<file path="src/rtl/hb_decim_x2_poly.sv">
// Polyphase half-band decimate-by-2 FIR for I/Q sample pairs.
// Define HB_DECIM_COEF_LOAD_EN to add the shadow/commit runtime coefficient path.
module hb_decim_x2_poly #(
   parameter int unsigned WIDTH      = 16,
   parameter int unsigned COEF_WIDTH = 18,
   parameter int unsigned NUM_COEF   = 4,
   parameter logic [NUM_COEF*COEF_WIDTH-1:0] COEF_INIT =
      {18'h13462, 18'h3BE4D, 18'h00EEA, 18'h3FE26}
) (
   input  logic                  i_clock,
   input  logic                  i_reset_n,
   input  logic [WIDTH-1:0]      i_inph_data,
   input  logic [WIDTH-1:0]      i_quad_data,
   input  logic                  i_valid,
   input  logic                  i_clear,
   input  logic                  i_coef_wr,
   input  logic [((NUM_COEF > 1) ? $clog2(NUM_COEF) : 1)-1:0] i_coef_addr,
   input  logic [COEF_WIDTH-1:0] i_coef_data,
   input  logic                  i_coef_commit,
   output logic [WIDTH-1:0]      o_inph_data,
   output logic [WIDTH-1:0]      o_quad_data,
   output logic                  o_valid
);

   localparam int ADDR_W = (NUM_COEF > 1) ? $clog2(NUM_COEF) : 1;
   localparam int LG     = (NUM_COEF > 1) ? $clog2(NUM_COEF) : 0;
   localparam int PAD    = 1 << LG;
   localparam int TAPS   = 4 * NUM_COEF - 1;
   localparam int HIST   = TAPS - 1;
   localparam int CTR    = 2 * NUM_COEF - 1;
   localparam int PW     = WIDTH + 1;
   localparam int MW     = WIDTH + COEF_WIDTH + 1;
   localparam int AW     = MW + LG + 2;
   localparam int LAT    = 4 + LG;

   localparam logic signed [AW-1:0] RND     = AW'(1) << (COEF_WIDTH - 1);
   localparam logic signed [AW-1:0] SAT_MAX = {{(AW-WIDTH+1){1'b0}}, {(WIDTH-1){1'b1}}};
   localparam logic signed [AW-1:0] SAT_MIN = {{(AW-WIDTH+1){1'b1}}, {(WIDTH-1){1'b0}}};

   logic                         accept;
   logic                         fire;
   logic                         phase_q;
   logic signed [COEF_WIDTH-1:0] coef    [NUM_COEF];
   logic signed [WIDTH-1:0]      in_s    [2];
   logic signed [WIDTH-1:0]      dl_q    [2][HIST];
   logic signed [WIDTH-1:0]      win     [2][TAPS];
   logic signed [PW-1:0]         pa_d    [2][NUM_COEF];
   logic signed [PW-1:0]         pa_q    [2][NUM_COEF];
   logic signed [MW-1:0]         prod    [2][NUM_COEF];
   logic signed [WIDTH-1:0]      ctr_q   [2];
   logic signed [WIDTH-1:0]      ctr_p_q [2][LG+1];
   logic signed [AW-1:0]         tree_q  [2][LG+1][PAD];
   logic signed [AW-1:0]         acc_q   [2];
   logic signed [AW-1:0]         shr     [2];
   logic signed [WIDTH-1:0]      sat_d   [2];
   logic signed [WIDTH-1:0]      sat_q   [2];
   logic [LAT:0]                 vld_q;

   assign in_s[0] = i_inph_data;
   assign in_s[1] = i_quad_data;
   assign accept  = i_valid && !i_clear;
   assign fire    = accept && phase_q;

`ifdef HB_DECIM_COEF_LOAD_EN
   logic signed [COEF_WIDTH-1:0] shadow_q [NUM_COEF];
   logic signed [COEF_WIDTH-1:0] shadow_d [NUM_COEF];
   logic signed [COEF_WIDTH-1:0] active_q [NUM_COEF];

   // The commit copies shadow_d so a same-cycle write is included.
   always_comb begin
      shadow_d = shadow_q;
      if (i_coef_wr && (int'(i_coef_addr) < int'(NUM_COEF))) begin
         shadow_d[i_coef_addr] = i_coef_data;
      end
   end

   always_ff @(posedge i_clock or negedge i_reset_n) begin
      if (!i_reset_n) begin
         for (int k = 0; k < NUM_COEF; k++) begin
            shadow_q[k] <= COEF_INIT[k*COEF_WIDTH +: COEF_WIDTH];
            active_q[k] <= COEF_INIT[k*COEF_WIDTH +: COEF_WIDTH];
         end
      end else begin
         shadow_q <= shadow_d;
         if (i_coef_commit) begin
            active_q <= shadow_d;
         end
      end
   end

   always_comb begin
      coef = active_q;
   end
`else
   logic unused_coef_if;
   assign unused_coef_if = ^{i_coef_wr, i_coef_addr, i_coef_data, i_coef_commit};

   always_comb begin
      for (int k = 0; k < NUM_COEF; k++) begin
         coef[k] = COEF_INIT[k*COEF_WIDTH +: COEF_WIDTH];
      end
   end
`endif

   // Sample history and phase; both freeze while i_valid is low.
   always_ff @(posedge i_clock or negedge i_reset_n) begin
      if (!i_reset_n) begin
         phase_q <= 1'b0;
         for (int c = 0; c < 2; c++) begin
            for (int j = 0; j < HIST; j++) begin
               dl_q[c][j] <= '0;
            end
         end
      end else if (i_clear) begin
         phase_q <= 1'b0;
         for (int c = 0; c < 2; c++) begin
            for (int j = 0; j < HIST; j++) begin
               dl_q[c][j] <= '0;
            end
         end
      end else if (accept) begin
         phase_q <= ~phase_q;
         for (int c = 0; c < 2; c++) begin
            dl_q[c][0] <= in_s[c];
            for (int j = 1; j < HIST; j++) begin
               dl_q[c][j] <= dl_q[c][j-1];
            end
         end
      end
   end

   // win[c][j] is x[n-j] where x[n] is the sample on the input this cycle.
   always_comb begin
      for (int c = 0; c < 2; c++) begin
         win[c][0] = in_s[c];
         for (int j = 1; j < TAPS; j++) begin
            win[c][j] = dl_q[c][j-1];
         end
         for (int k = 0; k < NUM_COEF; k++) begin
            pa_d[c][k] = PW'(win[c][2*k]) + PW'(win[c][TAPS-1-2*k]);
         end
      end
   end

   always_comb begin
      for (int c = 0; c < 2; c++) begin
         for (int k = 0; k < NUM_COEF; k++) begin
            prod[c][k] = MW'(pa_q[c][k]) * MW'(coef[k]);
         end
      end
   end

   // Snapshot of the symmetric pairs, taken only on odd (output) samples.
   always_ff @(posedge i_clock or negedge i_reset_n) begin
      if (!i_reset_n) begin
         for (int c = 0; c < 2; c++) begin
            ctr_q[c] <= '0;
            for (int k = 0; k < NUM_COEF; k++) begin
               pa_q[c][k] <= '0;
            end
         end
      end else if (fire) begin
         for (int c = 0; c < 2; c++) begin
            ctr_q[c] <= win[c][CTR];
            for (int k = 0; k < NUM_COEF; k++) begin
               pa_q[c][k] <= pa_d[c][k];
            end
         end
      end
   end

   // Free-running multiply / adder-tree / round pipeline; vld_q marks live slots.
   always_ff @(posedge i_clock or negedge i_reset_n) begin
      if (!i_reset_n) begin
         for (int c = 0; c < 2; c++) begin
            acc_q[c] <= '0;
            sat_q[c] <= '0;
            for (int l = 0; l <= LG; l++) begin
               ctr_p_q[c][l] <= '0;
               for (int i = 0; i < PAD; i++) begin
                  tree_q[c][l][i] <= '0;
               end
            end
         end
      end else begin
         for (int c = 0; c < 2; c++) begin
            ctr_p_q[c][0] <= ctr_q[c];
            for (int l = 1; l <= LG; l++) begin
               ctr_p_q[c][l] <= ctr_p_q[c][l-1];
            end
            for (int i = 0; i < NUM_COEF; i++) begin
               tree_q[c][0][i] <= AW'(prod[c][i]);
            end
            for (int i = NUM_COEF; i < PAD; i++) begin
               tree_q[c][0][i] <= '0;
            end
            for (int l = 1; l <= LG; l++) begin
               for (int i = 0; i < (PAD >> l); i++) begin
                  tree_q[c][l][i] <= tree_q[c][l-1][2*i] + tree_q[c][l-1][2*i+1];
               end
               for (int i = (PAD >> l); i < PAD; i++) begin
                  tree_q[c][l][i] <= '0;
               end
            end
            acc_q[c] <= tree_q[c][LG][0] + (AW'(ctr_p_q[c][LG]) <<< (COEF_WIDTH - 1)) + RND;
            sat_q[c] <= sat_d[c];
         end
      end
   end

   always_comb begin
      for (int c = 0; c < 2; c++) begin
         shr[c] = acc_q[c] >>> COEF_WIDTH;
         sat_d[c] = shr[c][WIDTH-1:0];
         if (shr[c] > SAT_MAX) begin
            sat_d[c] = SAT_MAX[WIDTH-1:0];
         end else if (shr[c] < SAT_MIN) begin
            sat_d[c] = SAT_MIN[WIDTH-1:0];
         end
      end
   end

   always_ff @(posedge i_clock or negedge i_reset_n) begin
      if (!i_reset_n) begin
         vld_q       <= '0;
         o_inph_data <= '0;
         o_quad_data <= '0;
      end else begin
         if (i_clear) begin
            vld_q <= '0;
         end else begin
            vld_q <= {vld_q[LAT-1:0], fire};
         end
         if (vld_q[LAT-1] && !i_clear) begin
            o_inph_data <= sat_q[0];
            o_quad_data <= sat_q[1];
         end
      end
   end

   assign o_valid = vld_q[LAT];

endmodule

</file>
<file path="config.mk">
export PLATFORM = sky130hd
export DESIGN_NAME = hb_decim_x2_poly
export DESIGN_NICKNAME = d
export VERILOG_FILES = /design/src/rtl/hb_decim_x2_poly.sv
export SDC_FILE = /design/constraint.sdc
export NUM_CORES = 2
export LEC_CHECK = 0
export CAP_MARGIN = 40
export CELL_PAD_IN_SITES_DETAIL_PLACEMENT = 1
export CELL_PAD_IN_SITES_GLOBAL_PLACEMENT = 2
export CORE_MARGIN = 2
export CORE_UTILIZATION = 44
export DETAILED_ROUTE_END_ITERATION = 10
export GPL_TIMING_DRIVEN = 0
export PLACE_DENSITY_LB_ADDON = 0.1
export SLEW_MARGIN = 5
export SYNTH_ARGS = -nofsm -noshare
export SYNTH_HDL_FRONTEND = slang
export SYNTH_SLANG_ARGS = --single-unit
</file>
<file path="constraint.sdc">
create_clock -name i_clock -period 6.65 [get_ports i_clock]
set_clock_uncertainty 0.2 [all_clocks]
set_input_delay 1.995 -clock i_clock [delete_from_list [all_inputs] [get_ports i_clock]]
set_output_delay 1.995 -clock i_clock [all_outputs]
set_load 0.05 [all_outputs]
</file>
# After elaboration in Yosys (flattened, before gate mapping)
# Cells that the tools add are included.
word_totals:
  input_bits: 58
  regBits: 1324
classes:
  addsub: 18
  mux: 9
  reduce_logical: 5
  n_mul: 8
  bitwise: 1
  order_cmp: 4
op_table:
  columns: ["cell", "n"]
  rows:
  - ["two-way mux 448 bit", 2]
  - ["adder 16 x 16 -> 17 bit", 8]
  - ["adder 31 x 39 -> 39 bit", 2]
  - ["adder 39 x 19 -> 39 bit, second input constant", 2]
  - ["adder 39 x 33 -> 39 bit", 2]
  - ["adder 33 x 35 -> 36 bit", 2]
  - ["multiplier 17 x 17 -> 34 bit, second input constant", 2]
  - ["multiplier 17 x 16 -> 33 bit, second input constant", 2]
  - ["two-way mux 16 bit", 4]
  - ["adder 27 x 30 -> 31 bit", 2]
  - ["multiplier 17 x 12 -> 29 bit, second input constant", 2]
  - ["multiplier 17 x 9 -> 26 bit, second input constant", 2]
  - ["greater-than comparator 21 x 16 -> 1 bit, second input constant", 2]
  - ["< comparator 21 x 16 -> 1 bit, second input constant", 2]
  - ["two-way mux 7 bit", 1]
  - ["logical AND 1 bit", 3]
  - ["two-way mux 1 bit", 2]
  - ["nonzero test 2 bit", 1]
  - ["logical NOT 1 bit", 1]
  - ["NOT 1 bit", 1]

# Logic depth before layout (Yosys ltp)
depth:
  word_depth: 4
  depth_mapped: 24

# Least setup slack after synthesis
# Ideal clock, no wire load.
synth_path:
  path_type: "register -> register"
  from: "register pa_q[33] in the netlist's numbering"
  to: "register tree_q[381] in the netlist's numbering"
  path_slack_ns: 0.642
  required_time_ns: 6.318
  path_stages_with_launch: 21
  setup_time_ns: 0.132
  arrival_time_ns: 5.676
  period_less_slack_ns: 6.008
  cell_sequence: "dfrtp_1 inv_1 fa_1 inv_1 fa_1 fa_1 inv_1 fa_1 fa_1 fa_1 inv_1 ha_1 inv_1 nor2_1 nand2_1 o221ai_1 a21oi_1 inv_1 a2111oi_0 nor3_1 xor2_1"
synth_rtl:
  columns: ["element", "line", "source"]
  rows:
  - ["from (decl)", "48", "logic signed [PW-1:0] pa_q [2][NUM_COEF];"]
  - ["from (signal, indexed assignment)", "166", "pa_q[c][k] <= pa_d[c][k];"]
  - ["to (signal, indexed assignment)", "192", "tree_q[c][0][i] <= AW'(prod[c][i]);"]
  - ["to (signal, indexed assignment)", "199", "tree_q[c][l][i] <= tree_q[c][l-1][2*i] + tree_q[c][l-1][2*i+1];"]
  - ["to (decl)", "52", "logic signed [AW-1:0] tree_q [2][LG+1][PAD];"]

==> report_table.html <==
<table>
<tr><th>Metric</th><th>Value</th></tr>
<tr><th colspan="2">Status</th></tr>
<tr><td>Run status</td><td>completed</td></tr>
<tr><th colspan="2">Layout</th></tr>
<tr><td>Top library cells by usage in the layout, fill and taps aside</td><td>inv_1, ha_1, dfrtp_1</td></tr>
<tr><td>Final Net Count</td><td>between 10000 and 15000</td></tr>
<tr><td>Layout Area Growth over Synthesis</td><td>10.9%</td></tr>
<tr><td>Most common library cell in the layout ignoring fill and taps</td><td>inv_1</td></tr>
<tr><td>Fill count</td><td>22998</td></tr>
<tr><td>Flip-flop and latch area</td><td>31100 um^2</td></tr>
<tr><td>Area of the multi-input gates</td><td>55600 um^2</td></tr>
<tr><td>Fraction of final layout cells sized beyond drive strength 1</td><td>between 4 and 5%</td></tr>
<tr><th colspan="2">Power and ir drop</th></tr>
<tr><td>Internal</td><td>around 0.023 W</td></tr>
<tr><td>Proportion of total power due to net switching</td><td>between 40% and 50%</td></tr>
<tr><td>Power per cell area</td><td>382 nW/um^2</td></tr>
<tr><td>Combinational power share</td><td>between 50% and 60%</td></tr>
<tr><td>Fraction of power consumed by the clock network</td><td>21.5%</td></tr>
<tr><td>Total leakage power</td><td>around 54 nW</td></tr>
<tr><td>Worst IR drop on VDD</td><td>0.347 mV</td></tr>
<tr><td>Net switching component of the power</td><td>approximately 0.016 W</td></tr>
<tr><td>Part of the total power dissipated in sequential elements</td><td>25.6%</td></tr>
<tr><th colspan="2">Synth</th></tr>
<tr><td>Largest cells by area after synthesis</td><td>dfrtp_1, ha_1, fa_1</td></tr>
<tr><td>Share of the yosys chip area belonging to registers</td><td>33.5%</td></tr>
<tr><td>Top cell type's share of synthesized area</td><td>33.5%</td></tr>
<tr><td>Synthesis Warnings</td><td>0</td></tr>
<tr><td>Count of unique library cells instantiated by Yosys</td><td>73</td></tr>
<tr><td>Async set-or-reset flop fraction in the synthesized netlist</td><td>100%</td></tr>
<tr><td>Post-synthesis cell area</td><td>around 93000 um^2</td></tr>
<tr><td>Gate count of the mapped netlist</td><td>8852</td></tr>
<tr><td>Avg Inst Size Synth</td><td>10.5 um^2</td></tr>
<tr><td>Number of storage elements in the synthesis netlist</td><td>1242</td></tr>
<tr><td>Post-synthesis cell type with the largest combined area</td><td>dfrtp_1</td></tr>
<tr><td>Top flip-flop cell by instance count after synthesis</td><td>dfrtp_1</td></tr>
<tr><td>Number of synthesized flops with an enable pin</td><td>0</td></tr>
<tr><td>Post-synthesis net count</td><td>about 11000</td></tr>
<tr><th colspan="2">STA</th></tr>
<tr><td>Final count of pins violating max slew</td><td>0</td></tr>
<tr><td>Smallest hold slack</td><td>between 100 and 150 ps</td></tr>
<tr><td>Max Clock Freq</td><td>between 0.15 and 0.2 GHz</td></tr>
<tr><td>Share of the clock period used by the worst path after layout</td><td>95.9%</td></tr>
<tr><td>Final Hold Violating Endpoints</td><td>0</td></tr>
<tr><td>Unrepaired setup endpoints after global routing</td><td>false</td></tr>
<tr><td>Time the worst path needs with I/O delays and setup</td><td>6380 ps</td></tr>
<tr><td>Worst slew margin</td><td>a little under a third</td></tr>
<tr><td>Total of endpoints with negative setup slack in the final report</td><td>0</td></tr>
<tr><td>Post-layout worst setup margin</td><td>approximately 270 ps</td></tr>
<tr><td>Least-Margin Pin Slew</td><td>1020 ps</td></tr>
<tr><th colspan="2">Die</th></tr>
<tr><td>Cell row count</td><td>168</td></tr>
<tr><td>Placeable core region</td><td>210000 um^2</td></tr>
<tr><td>Die X</td><td>around 460 um</td></tr>
<tr><td>Initial core utilization</td><td>44.2%</td></tr>
<tr><td>Die Span Y</td><td>463 um</td></tr>
<tr><td>I/O Pins</td><td>91</td></tr>
<tr><td>Overall die area</td><td>around 210000 um^2</td></tr>
<tr><th colspan="2">Drt</th></tr>
<tr><td>Routed met3 length</td><td>6920 um</td></tr>
<tr><td>Number of design rule violations left after detail routing</td><td>0</td></tr>
<tr><td>Iteration count of the initial detailed-routing pass</td><td>5</td></tr>
<tr><td>Routed Antenna Nets</td><td>0</td></tr>
<tr><td>Number of design-rule violations left by the first detailed-router iteration</td><td>2816</td></tr>
<tr><td>Routed via count</td><td>62526</td></tr>
<tr><td>Routed met2 length</td><td>113000 um</td></tr>
<tr><td>Wire length on met1</td><td>127000 um</td></tr>
<tr><td>WL final</td><td>251000 um</td></tr>
<tr><td>Average via count per standard cell</td><td>5.20</td></tr>
<tr><td>Routed length per instance</td><td>20.9 um</td></tr>
<tr><td>Highest metal layer with signal wires</td><td>met5</td></tr>
<tr><th colspan="2">Clocking</th></tr>
<tr><td>Clock transition at path regs</td><td>60 ps</td></tr>
<tr><td>Num CTS Buffers</td><td>between 100 and 150</td></tr>
<tr><td># H-tree levels</td><td>4</td></tr>
<tr><td>Clock Tree Buf Depth</td><td>3</td></tr>
<tr><td>Hold buffer count at cts</td><td>0</td></tr>
<tr><td>CTS tree</td><td>yes</td></tr>
<tr><td>Clk Tree Root Cell</td><td>clkbuf_16</td></tr>
<tr><td>Sink Count</td><td>about 1200</td></tr>
<tr><td>Skew-Pair Late Insertion Delay</td><td>790 ps</td></tr>
<tr><th colspan="2">Setup path</th></tr>
<tr><td>Nature of the critical path endpoint</td><td>flip-flop</td></tr>
<tr><td>Type of the worst setup path</td><td>reg2reg</td></tr>
<tr><td>Largest fanout on the critical path</td><td>9</td></tr>
<tr><td>R2r setup slk</td><td>270 ps</td></tr>
<tr><td>Critical Path RT</td><td>7130 ps</td></tr>
<tr><td>Arrival time of data at the critical path endpoint</td><td>6860 ps</td></tr>
<tr><td>Critical path startpoint category</td><td>flip-flop</td></tr>
<tr><th colspan="2">Worst hold path</th></tr>
<tr><td>Type of the most critical hold path</td><td>reg2reg</td></tr>
<tr><th colspan="2">Placement</th></tr>
<tr><td>Quantity of I/O buffers inserted on ports</td><td>66</td></tr>
<tr><td>Routability cong.</td><td>around 0.85</td></tr>
<tr><td>Sum of net half-perimeters after detailed placement</td><td>207000 um</td></tr>
<tr><td>Minimum setup slack after placement</td><td>-234 ps</td></tr>
<tr><th colspan="2">GRT</th></tr>
<tr><td>Number of global-route vias before repair</td><td>68391</td></tr>
<tr><td>Pin count of the biggest net entering global routing</td><td>169</td></tr>
<tr><td>Wire length of the first global-routing pass</td><td>400000 um</td></tr>
<tr><td>Global routing usage summed across all routing layers</td><td>23.8%</td></tr>
<tr><td>Number of antenna violations at the first check in global routing</td><td>14</td></tr>
<tr><td>Gr ovfl total</td><td>0</td></tr>
<tr><th colspan="2">Flow run</th></tr>
<tr><td>Maximum capacitance violations</td><td>0</td></tr>
</table>
## cells in the mapped netlist, types with 8 or more instances
master,count
mux2i_1,453
nand4_1,33
and2_1,21
nor2b_1,87
ha_1,1335
nand3b_1,11
a221oi_1,10
o21a_1,60
o31ai_1,40
o21bai_1,53
nand3_1,117
a21oi_1,357
buf_1,53
dfrtp_1,1242
o21ai_0,289
o21ai_1,10
a311oi_1,11
or3_1,29
fa_1,678
o41ai_1,12
a21o_1,206
nor3_1,101
nor2_1,725
nand2b_1,61
or2_2,25
xnor2_1,343
clkbuf_1,120
a211oi_1,33
a211o_1,12
o2111ai_1,18
a31oi_1,54
xor2_1,128
and4_1,9
o31a_1,9
a21boi_0,26
and3_1,46
nor3b_1,11
mux2_2,50
inv_1,1440
a41oi_1,11
o211ai_1,22
nand2_1,403
a31o_2,8
## power by group through the flow
stage | logic, W | clock network [W] | registers (W)
floorplan | 0.0153 | 0 | 0.00968
global placement | 0.0202 | 0 | 0.0103
detailed placement | 0.0208 | 0 | 0.0102
CTS | 0.0211 | 0.00867 | 0.0101
global route | 0.0237 | 0.00896 | 0.0102
finish | 0.0208 | 0.00842 | 0.0100
## stage by stage
step	power, W	cell area (um^2)	instances	setup TNS [ps]	utilization, %
final	0.0392	103000	12035	0	49.1
after global routing	0.0429	103000	12032	0	49.0
after CTS	0.0398	103000	12029	0	49.0
after detailed placement	0.0310	97600	11765	-564	46.6
after global placement	0.0305	96900	11723	-	46.2
after floorplan	0.0250	92700	8852	0	-
## path summary, 6_finish.rpt
| path | end | cells after the start | startpoint |
|---|---|---|---|
| worst max register to register | tree_q[382] | 18 | pa_q[18] |
| worst min-delay path | ctr_p_q[4] | 0 | ctr_p_q[20] |
| worst max-delay path | tree_q[382] | 18 | pa_q[18] |
| worst min register to register | ctr_p_q[4] | 0 | ctr_p_q[20] |
| max in group asynchronous | dl_q[7] | 6 | i_reset_n |
| min in group asynchronous | o_inph_data[15] | 2 | i_reset_n |
## kinds of logic after synthesis
| family | Yosys count | share of synthesized area, % |
|---|---|---|
| flops | 1242 | 33.5 |
| fa+ha+maj | 2013 | 32.7 |
| buf+inv | 1615 | 6.54 |
| mux | 503 | 5.50 |
| xor+xnor | 471 | 4.45 |
| compound gates | 1314 | 9.14 |
| simple gates | 1694 | 8.17 |
## registers in the layout, summed over array words and instances (netlist names)
register     cells
dl_q           448
tree_q         416
pa_q           136
ctr_p_q         96
acc_q           42
ctr_q           32
sat_q           32
o_inph_data     16
o_quad_data     16
vld_q            7
phase_q          1
## metal layers
| metal | track usage (%) | vias up |
|---|---|---|
| met5 | 0 | - |
| met3 | 2.53 | 230 |
| met1 | 35.5 | 31811 |
| li1 | - | 29821 |
| met2 | 37.7 | 662 |
| met4 | 4.56 | 2 |
## critical path, cell delays in order (launching register included)
cell      delay [ps]
dfrtp_1          600
fa_1             530
ha_1             290
inv_1             50
fa_1             540
inv_1             50
fa_1             470
fa_1             520
fa_1             430
ha_1             350
and3_1           270
and3_1           200
nand3_1          130
a31oi_1          170
o31ai_2          410
a311oi_2         260
a22o_1           300
a221oi_1         320
xnor2_1          160
## repair_timing
action / CTS / global route
resized for setup: 15 / 23
setup endpoints to repair: 7 / 8
cloned: 0 / 0
setup buffers: 0 / 3
## final cells by class
class                   instances  area share [%]
diodes                          4         0.00974
clock inverters                64           0.854
clock buffers                 200            4.11
plain buffers                 172           0.633
flip-flops and latches       1242            30.3
multi-input cells            5995            54.1
repair buffers                112            1.36
well taps                    2805            3.41
inverters                    1441            5.27
(Power assumes the default switching activity.)
